`config.mk`:
```
export PLATFORM = sky130hd
export DESIGN_NAME = uart_receiver_flat
export DESIGN_NICKNAME = d
export VERILOG_FILES = /design/src/rtl/uart_pkg.sv /design/src/rtl/uart_receiver_if.sv /design/src/rtl/uart_tick_gen.sv /design/src/rtl/uart_receiver.sv /design/src/flat_wrapper.sv
export SDC_FILE = /design/constraint.sdc
export NUM_CORES = 1
export LEC_CHECK = 0
export ABC_CLOCK_PERIOD_IN_PS = 4300
export BUFFER_PORTS_ARGS = -buffer_cell sky130_fd_sc_hd__buf_2
export CAP_MARGIN = 40
export CORE_ASPECT_RATIO = 0.5
export CORE_MARGIN = 3
export CORE_UTILIZATION = 40
export DETAILED_ROUTE_END_ITERATION = 12
export PLACE_DENSITY_LB_ADDON = 0.2
export SLEW_MARGIN = 20
export SYNTH_ARGS = -nofsm -noshare
export SYNTH_HDL_FRONTEND = slang
export SYNTH_SLANG_ARGS = --single-unit
```
`constraint.sdc`:
```
create_clock -name main_clk -period 4.3 [get_ports main_clk]
set_clock_uncertainty 0.1 [all_clocks]
set_input_delay 1.29 -clock main_clk [delete_from_list [all_inputs] [get_ports main_clk]]
set_output_delay 1.29 -clock main_clk [all_outputs]
set_load 0.05 [all_outputs]
```
`src/rtl/uart_pkg.sv`:
```
// Shared UART definitions: default geometry, receiver/transmitter FSM states
// and small line-level helpers.
package uart_pkg;

  localparam int UART_DATA_BITS  = 8;
  localparam int UART_OVERSAMPLE = 16;
  localparam int UART_DIV_WIDTH  = 30;

  typedef enum logic [1:0] {
    IDLE  = 2'd0,
    START = 2'd1,
    DATA  = 2'd2,
    STOP  = 2'd3
  } uart_state_t;

  // A start bit begins with a high-to-low transition of the line.
  function automatic logic start_edge(input logic prev_level, input logic cur_level);
    return prev_level & ~cur_level;
  endfunction

endpackage

```
`src/rtl/uart_receiver_if.sv`:
```
// Serial line plus received-byte delivery signals of the UART receiver.
// master: the receiver (samples rx, drives the delivery signals).
// slave : the line driver / downstream consumer side.
interface uart_receiver_if import uart_pkg::*; #(
  parameter int DATA_BITS = UART_DATA_BITS
) ();

  logic                 rx;
  logic [DATA_BITS-1:0] data_out;
  logic                 data_valid;
  logic                 frame_error;
  logic                 busy;

  modport master (
    input  rx,
    output data_out,
    output data_valid,
    output frame_error,
    output busy
  );

  modport slave (
    output rx,
    input  data_out,
    input  data_valid,
    input  frame_error,
    input  busy
  );

endinterface

```
`src/rtl/uart_tick_gen.sv`:
```
// Restartable oversample tick generator. Counts 0..div-1 and flags tick on
// the last count; div of 0 or 1 gives a tick every cycle. clear restarts the
// count so the sampling phase lines up with the start edge.
module uart_tick_gen import uart_pkg::*; #(
  parameter int DIV_WIDTH = UART_DIV_WIDTH
) (
  input  logic                 main_clk,
  input  logic                 reset,
  input  logic                 clear,
  input  logic [DIV_WIDTH-1:0] div,
  output logic                 tick
);

  logic [DIV_WIDTH-1:0] cnt_r;
  logic [DIV_WIDTH-1:0] last_s;

  // Terminal count; 0 and 1 both collapse to a one-cycle period.
  always_comb begin
    last_s = {DIV_WIDTH{1'b0}};
    if (div <= DIV_WIDTH'(1)) begin
      last_s = {DIV_WIDTH{1'b0}};
    end else begin
      last_s = div - DIV_WIDTH'(1);
    end
  end

  // Tick counter; >= makes the wrap safe even if div shrinks below the count.
  always_ff @(posedge main_clk) begin
    if (reset) begin
      cnt_r <= {DIV_WIDTH{1'b0}};
    end else if (clear) begin
      cnt_r <= {DIV_WIDTH{1'b0}};
    end else if (cnt_r >= last_s) begin
      cnt_r <= {DIV_WIDTH{1'b0}};
    end else begin
      cnt_r <= cnt_r + DIV_WIDTH'(1);
    end
  end

  assign tick = (cnt_r >= last_s) & ~clear;

endmodule

```
`src/rtl/uart_receiver.sv`:
```
// 8N1-style UART receiver. rx is synchronized, a falling edge starts a frame,
// the start bit is re-checked at its midpoint, data bits are sampled at their
// midpoints LSB first and the stop bit decides between data_valid and
// frame_error. The divisor is captured at frame start.
module uart_receiver import uart_pkg::*; #(
  parameter int DATA_BITS  = UART_DATA_BITS,
  parameter int OVERSAMPLE = UART_OVERSAMPLE,
  parameter int DIV_WIDTH  = UART_DIV_WIDTH
) (
  input  logic                 main_clk,
  input  logic                 reset,
  input  logic [DIV_WIDTH-1:0] baud_div,
  uart_receiver_if.master      bus
);

  localparam int OS_W  = $clog2(OVERSAMPLE);
  localparam int BIT_W = $clog2(DATA_BITS + 1);

  localparam logic [OS_W-1:0]  OS_HALF_LAST = OS_W'(OVERSAMPLE / 2 - 1);
  localparam logic [OS_W-1:0]  OS_LAST      = OS_W'(OVERSAMPLE - 1);
  localparam logic [BIT_W-1:0] BIT_LAST     = BIT_W'(DATA_BITS - 1);

  // Input path: two-flop synchronizer plus one delay flop for edge detect.
  logic rx_meta_r;
  logic rx_sync_r;
  logic rx_dly_r;
  logic start_edge_s;

  uart_state_t          state_r,       state_nxt;
  logic [DIV_WIDTH-1:0] div_r,         div_nxt;
  logic [OS_W-1:0]      os_cnt_r,      os_cnt_nxt;
  logic [BIT_W-1:0]     bit_cnt_r,     bit_cnt_nxt;
  logic [DATA_BITS-1:0] shift_r,       shift_nxt;
  logic [DATA_BITS-1:0] data_out_r,    data_out_nxt;
  logic                 data_valid_r,  data_valid_nxt;
  logic                 frame_error_r, frame_error_nxt;
  logic                 busy_r;
  logic                 clear_s;
  logic                 tick_s;

  // Bring the asynchronous line into the main_clk domain; idle level is high.
  always_ff @(posedge main_clk) begin
    if (reset) begin
      rx_meta_r <= 1'b1;
      rx_sync_r <= 1'b1;
      rx_dly_r  <= 1'b1;
    end else begin
      rx_meta_r <= bus.rx;
      rx_sync_r <= rx_meta_r;
      rx_dly_r  <= rx_sync_r;
    end
  end

  assign start_edge_s = start_edge(rx_dly_r, rx_sync_r);

  uart_tick_gen #(
    .DIV_WIDTH (DIV_WIDTH)
  ) u_tick_gen (
    .main_clk (main_clk),
    .reset    (reset),
    .clear    (clear_s),
    .div      (div_r),
    .tick     (tick_s)
  );

  // Next-state and datapath decisions for the receive FSM.
  always_comb begin
    state_nxt       = state_r;
    div_nxt         = div_r;
    os_cnt_nxt      = os_cnt_r;
    bit_cnt_nxt     = bit_cnt_r;
    shift_nxt       = shift_r;
    data_out_nxt    = data_out_r;
    data_valid_nxt  = 1'b0;
    frame_error_nxt = 1'b0;
    clear_s         = 1'b0;

    case (state_r)
      IDLE: begin
        if (start_edge_s) begin
          state_nxt   = START;
          div_nxt     = baud_div;
          clear_s     = 1'b1;
          os_cnt_nxt  = {OS_W{1'b0}};
          bit_cnt_nxt = {BIT_W{1'b0}};
        end else begin
          state_nxt = IDLE;
        end
      end

      START: begin
        if (tick_s) begin
          if (os_cnt_r == OS_HALF_LAST) begin
            os_cnt_nxt = {OS_W{1'b0}};
            if (rx_sync_r == 1'b0) begin
              state_nxt = DATA;
            end else begin
              // Line went back high before mid start bit: treat as a glitch.
              state_nxt = IDLE;
            end
          end else begin
            os_cnt_nxt = os_cnt_r + OS_W'(1);
          end
        end else begin
          os_cnt_nxt = os_cnt_r;
        end
      end

      DATA: begin
        if (tick_s) begin
          if (os_cnt_r == OS_LAST) begin
            os_cnt_nxt = {OS_W{1'b0}};
            shift_nxt  = {rx_sync_r, shift_r[DATA_BITS-1:1]};
            if (bit_cnt_r == BIT_LAST) begin
              bit_cnt_nxt = {BIT_W{1'b0}};
              state_nxt   = STOP;
            end else begin
              bit_cnt_nxt = bit_cnt_r + BIT_W'(1);
            end
          end else begin
            os_cnt_nxt = os_cnt_r + OS_W'(1);
          end
        end else begin
          os_cnt_nxt = os_cnt_r;
        end
      end

      STOP: begin
        if (tick_s) begin
          if (os_cnt_r == OS_LAST) begin
            os_cnt_nxt = {OS_W{1'b0}};
            state_nxt  = IDLE;
            if (rx_sync_r == 1'b1) begin
              data_out_nxt   = shift_r;
              data_valid_nxt = 1'b1;
            end else begin
              frame_error_nxt = 1'b1;
            end
          end else begin
            os_cnt_nxt = os_cnt_r + OS_W'(1);
          end
        end else begin
          os_cnt_nxt = os_cnt_r;
        end
      end

      default: begin
        state_nxt = IDLE;
      end
    endcase
  end

  // FSM state, counters, shift register and registered outputs.
  always_ff @(posedge main_clk) begin
    if (reset) begin
      state_r       <= IDLE;
      div_r         <= {DIV_WIDTH{1'b0}};
      os_cnt_r      <= {OS_W{1'b0}};
      bit_cnt_r     <= {BIT_W{1'b0}};
      shift_r       <= {DATA_BITS{1'b0}};
      data_out_r    <= {DATA_BITS{1'b0}};
      data_valid_r  <= 1'b0;
      frame_error_r <= 1'b0;
      busy_r        <= 1'b0;
    end else begin
      state_r       <= state_nxt;
      div_r         <= div_nxt;
      os_cnt_r      <= os_cnt_nxt;
      bit_cnt_r     <= bit_cnt_nxt;
      shift_r       <= shift_nxt;
      data_out_r    <= data_out_nxt;
      data_valid_r  <= data_valid_nxt;
      frame_error_r <= frame_error_nxt;
      busy_r        <= (state_nxt != IDLE);
    end
  end

  assign bus.data_out    = data_out_r;
  assign bus.data_valid  = data_valid_r;
  assign bus.frame_error = frame_error_r;
  assign bus.busy        = busy_r;

endmodule
```
`src/flat_wrapper.sv`:
```
// flat-port wrapper written by rule: the top's interface ports become plain ports
module uart_receiver_flat import uart_pkg::*;
#(
  parameter int DATA_BITS  = UART_DATA_BITS,
  parameter int OVERSAMPLE = UART_OVERSAMPLE,
  parameter int DIV_WIDTH  = UART_DIV_WIDTH
)
  (main_clk, reset, baud_div, bus_rx, bus_data_out, bus_data_valid, bus_frame_error, bus_busy);
  uart_receiver_if #(.DATA_BITS(DATA_BITS)) bus_i ();
  input  logic main_clk;
  input  logic reset;
  input  logic [DIV_WIDTH-1:0] baud_div;
  input wire logic [$bits(bus_i.rx)-1:0] bus_rx;
  output wire logic [$bits(bus_i.data_out)-1:0] bus_data_out;
  output wire logic [$bits(bus_i.data_valid)-1:0] bus_data_valid;
  output wire logic [$bits(bus_i.frame_error)-1:0] bus_frame_error;
  output wire logic [$bits(bus_i.busy)-1:0] bus_busy;
  assign bus_i.rx = bus_rx;
  assign bus_data_out = bus_i.data_out;
  assign bus_data_valid = bus_i.data_valid;
  assign bus_frame_error = bus_i.frame_error;
  assign bus_busy = bus_i.busy;
  uart_receiver #(.DATA_BITS(DATA_BITS), .OVERSAMPLE(OVERSAMPLE), .DIV_WIDTH(DIV_WIDTH)) u_core (.main_clk(main_clk), .reset(reset), .baud_div(baud_div), .bus(bus_i));
endmodule
```
# Word level (Yosys, flattened, before mapping)
# Index checks and enable logic that the tools add are counted.
# totals
output_inout_bits,11
ff_bits,92
wordCells,73
# op_classes
order_cmp,2
reduce_logical,11
mux,25
bitwise,7
addsub,4
eq_ne,11
# ops
op,n
2-to-1 mux 4 bit,8
"adder 30 x 1 -> 30 bit, second input constant",1
greater-or-equal comparator 30 bit,1
"<= comparator 30 x 1 -> 1 bit, second input constant",1
2-to-1 mux 30 bit,1
"subtractor 30 x 1 -> 30 bit, second input constant",1
2-to-1 mux 2 bit,8
case mux 4 bit (3 select lines),1
"!= test 2 x 1 -> 1 bit, second input constant",5
"adder 4 x 1 -> 4 bit, second input constant",2
"equality test 4 x 3 -> 1 bit, second input constant",2
case mux 2 bit (4 select lines),1
case mux 4 bit (2 select lines),1
AND reduction 4 bit,2
AND reduction 3 bit,2
2-to-1 mux 1 bit,5
NOT 1 bit,5
"equality test 2 bit, second input constant",2
"equality test 4 bit, second input constant",1
nonzero test 2 bit,2
OR reduction 4 bit,1
OR reduction 3 bit,1
AND 1 bit,2
"equality test 2 x 1 -> 1 bit, second input constant",1
3 further kinds,3

# Longest topological paths before layout
# depth
word_depth,9
mapped_depth,18
mapped_depth_nobuf,15

# Cells and area by module
# Synthesis repeated with hierarchy kept, for this count alone.
# unflattened
hier_cells,603
area_unflattened_um2,4941.0
# by_module_without_submodules
module,area_per_inst_um2,cells_per_inst,instances
uart_tick_gen,2606.2,336,1
uart_receiver,2334.7,267,1

# Least setup slack after synthesis
# OpenSTA, ideal clock, no wires.
# synth_timing
path_kind,reg2reg
start,register u_core.div_r[12]
end,register u_core.u_tick_gen.cnt_r[10]
n_path_buf,3
synth_period_minus_slack_ns,4.577
stages_incl_launch_ff,18
slack_ns,-0.277
setup_ns,0.065
arrival_ns,4.412
path_cell_list,dfxtp_1 or4_4 nor4_4 nand4b_1 or4_4 or3_4 buf_6 and2_1 ha_1 nand2b_1 a2111o_1 o211ai_1 a31oi_1 nor2_1 nand2_1 clkbuf_1 buf_1 nor2_1
# synth_via
elab_chain_len,4
# synth_rtl
item,line_no,source
from (decl),uart_receiver.sv:30,"logic [DIV_WIDTH-1:0] div_r, div_nxt;"
from (signal assigned),uart_receiver.sv:157,div_r <= {DIV_WIDTH{1'b0}};
from (signal assigned),uart_receiver.sv:167,div_r <= div_nxt;
subtractor 30 x 1 -> 30 bit / <= comparator 30 x 1 -> 1 bit (equally long branches),"uart_tick_gen.sv:23, uart_tick_gen.sv:20",
2-to-1 mux 30 bit *,uart_tick_gen.sv:20,if (div <= DIV_WIDTH'(1)) begin
greater-or-equal comparator 30 bit *,uart_tick_gen.sv:33,end else if (cnt_r >= last_s) begin
OR reduction 3 bit (no source line) *,-,
to (signal assigned),uart_tick_gen.sv:32,cnt_r <= {DIV_WIDTH{1'b0}};
to (signal assigned),uart_tick_gen.sv:34,cnt_r <= {DIV_WIDTH{1'b0}};
to (signal assigned),uart_tick_gen.sv:36,cnt_r <= cnt_r + DIV_WIDTH'(1);
to (decl),uart_tick_gen.sv:14,logic [DIV_WIDTH-1:0] cnt_r;
# Every way passes the cells marked *; elsewhere a longest branch is shown, timed or not.
# A chain may end at the register's enable or synchronous reset.

# Final worst setup path
# layout_timing
start,register u_core.div_r[15]
end,register u_core.u_tick_gen.cnt_r[16]
# The elaborated chain is that of the path after synthesis.

==> flow_summary.toml <==
[sta]
worst_slew_pin_slew_ns = 0.8021
fin_tns_setup_ns = -4.062
post-route-period-util_pct = 103.0
finalHoldViolations = 0
max_freq_ghz = 0.2258
setup-violations-final = 54
holdWs_ns = 0.3101
slew_headroom_pct = 46.33
final.setup.worst_slack_ns = -0.1285
slew_viol_final = 0
rsz0062_at_grt = "yes"
fin_crit_ns = 4.429

[clocking]
numCtsBuffers = 9
cts.sink_count = 92
clock_path_buffers = 2
clkSlewWorstSetupHoldPaths_ns = 0.07
cts-htree-levels = 3
cts_tree = "done"
cts-root-buf = "clkbuf_16"
clock_latency_ns = 0.35

[pwr]
total_power_mw = 2.364
p_per_area_nw_per_um2 = 355.9
power_leakage_nw = 2.727
p_sw_mw = 0.7742
swShare_pct = 32.76
share_comb_of_total_power_pct = 28.4
pwr-share-clk_pct = 34.0
internal_power_mw = 1.589
ir_drop_v = 0.0002183
seqPwrFrac_pct = 37.6

[synthesis]
async_reset_ff_share_pct = 0
ys_types = 53
synth_compound_area_share_pct = 10.84
synth.area.mux_share_pct = 2.254
synth_edf_count = 0
syn_area_per_cell_um2 = 8.006
ys_seq_area_share_pct = 37.28
synth_xor_area_share_pct = 9.220
synth_seq_cells = 92
syn_area_um2 = 4940
ys.warnings.count = 0
synth-adder-area-share_pct = 8.865
synth_top_family_by_area = "simple AND/OR/NAND/NOR gates"
synth_ff_type = "dfxtp_1"
synthesis.nets = 685
synth-simple-area-share_pct = 28.57
netlist_instances = 617

[setup_path]
reg2reg_slack_ns = -0.13
cp.required_ns = 4.49
cp.arrival_ns = 4.62
slowest_delay_ns = 0.55
cp-start-kind = "flip-flop"
crit_family = "simple AND/OR/NAND/NOR gates"
rr_startpoint = "u_core.div_r[15]"
cp_max_fo = 8
crit_buf_inv = 4
worstSetupEndpointType = "flip-flop"
crit_type = "reg -> reg"
critical_path.cell_chain = "or4_4, nor4_4, nand4b_1, or4_4, or3_4, nand2_2, mux2_4, ha_4, nand4_1, buf_4, nor2_2, a221oi_2, buf_4, nand2_4, buf_6, nor2_4, nand2_4, buf_12, nor2_2"
slowest_stage = "or4_4"
crit_start = "u_core.div_r[15]"

[floorplanning]
fp.coreArea_um2 = 11520
die_y_um = 84.58
die_area_um2 = 13800
row_count = 27
start_util_pct = 42.88
die_w_um = 163.2
io_pins = 44

[cells_and_area]
num_antenna_cells = 0
design_area_um2 = 6641
drive_gt1_share_pct = 29.58
mostFrequentLayoutCells = "nand2_1, dfxtp_1, a21oi_1"
syn2layout_area_growth_pct = 34.45
fin_nets = 773
final_common_cell = "nand2_1"
fillers = 1026
finish.utilization_pct = 57.65

[drt]
vias_per_cell = 5.295
drtPass1Iterations = 4
wl_per_cell_um = 15.23
first_iter_violations = 234
drc = 0
ant_nets = 0
vias = 4601
wl_um = 13230

[global_routing]
grt_max_degree = 32
grt_pass1_vias = 4236
grt-ovfl-total = 0
track_usage_pct = 18.54
grt_pass1_wl_um = 20800
antenna_found_initial = 0

[run]
cap_violations = 0

[min_path]
hp-start = "u_core.rx_meta_r"
worstHoldPathType = "reg -> reg"

[placed_design]
io_buffers = 43
placedInstanceArea_um2 = 5633
hpwl_um = 9046
place.gp.congestion = 0.8327

[run_status]
violations = "negative setup slack"
status = "finished, violations left"
-- area by class of cell --
class                           count  area, um^2  share of cell area [%]
Multi-Input combinational cell    493        3486                   52.49
Sequential cell                    92        1844                   27.77
Clock buffer                        9       225.2                   3.391
Tap cell                          159       198.9                   2.995
Inverter                            9       33.78                  0.5087
Timing Repair Buffer              100       774.5                   11.66
Clock inverter                      7       78.83                   1.187
-- flip-flops by register name (all words and copies together), names as in the netlist, 2 cells and up --
name / flops
u_core.bit_cnt_r: 4
u_core.bus.data_out: 8
u_core.div_r: 30
u_core.os_cnt_r: 4
u_core.shift_r: 8
u_core.state_r: 2
u_core.u_tick_gen.cnt_r: 30
-- kinds of logic (layout without fill, tap and decap cells) --
group                      count (synthesis)  in the layout
and+or+nand+nor                          305            306
adders and majority gates                 35             35
AOI/OAI and AO/OA                         89             89
xor gates and xnor gates                  52             52
muxes                                     11             11
buffers and inverters                     33            125
DFF                                       92             92
-- worst paths after layout --
check | cells past startpoint | end
max | 19 | u_core.u_tick_gen.cnt_r[16]
min | 1 | u_core.rx_sync_r
max reg2reg | 19 | u_core.u_tick_gen.cnt_r[16]
min reg2reg | 1 | u_core.rx_sync_r
-- synth_stat cells (2+ instances only) --
cell type | instances | area share, %
or4_1 | 3 | 0.46
nor2b_1 | 3 | 0.38
and2_1 | 2 | 0.25
and3_1 | 13 | 1.6
nand4_1 | 12 | 1.5
mux2i_1 | 10 | 2.0
and4_1 | 2 | 0.35
inv_1 | 9 | 0.68
o21ai_0 | 8 | 0.81
dfxtp_1 | 92 | 37
or4_4 | 2 | 0.46
xor2_1 | 42 | 7.4
buf_6 | 3 | 0.68
clkbuf_1 | 20 | 1.5
nor4_1 | 11 | 1.4
ha_1 | 35 | 8.9
nand2_1 | 132 | 10
a21o_1 | 2 | 0.30
nor2_1 | 65 | 4.9
nand2b_1 | 4 | 0.51
or3_1 | 2 | 0.25
a31oi_1 | 5 | 0.63
o211ai_1 | 5 | 0.76
or2b_1 | 2 | 0.30
nand3_1 | 29 | 2.9
xnor2_1 | 10 | 1.8
o21a_1 | 3 | 0.46
nor3_1 | 12 | 1.2
or2_2 | 6 | 0.76
a22oi_1 | 2 | 0.30
a21oi_1 | 49 | 5.0
-- power by group through the flow --
stage / Combinational [mW] / Sequential, mW / Clock, mW
6_report: 0.670 / 0.889 / 0.804
4_1_cts: 0.582 / 0.888 / 0.821
5_1_grt: 0.748 / 0.892 / 0.855
3_5_place_dp: 0.544 / 0.907 / 0
3_3_place_gp: 0.533 / 0.907 / 0
2_1_floorplan: 0.381 / 0.908 / 0
-- repair_timing --
item | CTS | global route
setup endpoints to repair | 59 | 59
resized for setup | 20 | 104
hold buffers | 0 | 0
setup buffers | 5 | 5
cloned | 2 | 3
pin swaps | 5 | 41
-- layer usage --
| layer | global-route usage [%] | vias to the layer above | share of wire, % |
|---|---|---|---|
| met4 | 3.761 | 0 | 0.96 |
| met5 | 0 | - | 0 |
| met3 | 3.943 | 11 | 4.4 |
| met1 | 27.12 | 2183 | 50 |
| li1 | - | 2319 | - |
| met2 | 28.09 | 88 | 44 |
-- worst reg2reg max path: stages (launching register included) --
cell      delay (ns)
dfxtp_2         0.32
or4_4           0.55
nor4_4          0.18
nand4b_1        0.15
or4_4           0.48
or3_4           0.44
nand2_2         0.07
mux2_4          0.15
ha_4            0.20
nand4_1         0.15
buf_4           0.15
nor2_2          0.04
a221oi_2        0.33
buf_4           0.19
nand2_4         0.07
buf_6           0.14
nor2_4          0.19
nand2_4         0.15
buf_12          0.21
nor2_2          0.11
-- stage by stage --
step | std cells | setup slack (ns)
after global placement | 837 | -0.1819
final | 869 | -0.1285
after floorplan | 617 | 0.01705
after detailed placement | 838 | -0.2124
after global routing | 869 | -0.2942
after CTS | 861 | -0.05676
Power figures use the tool's default switching activity.
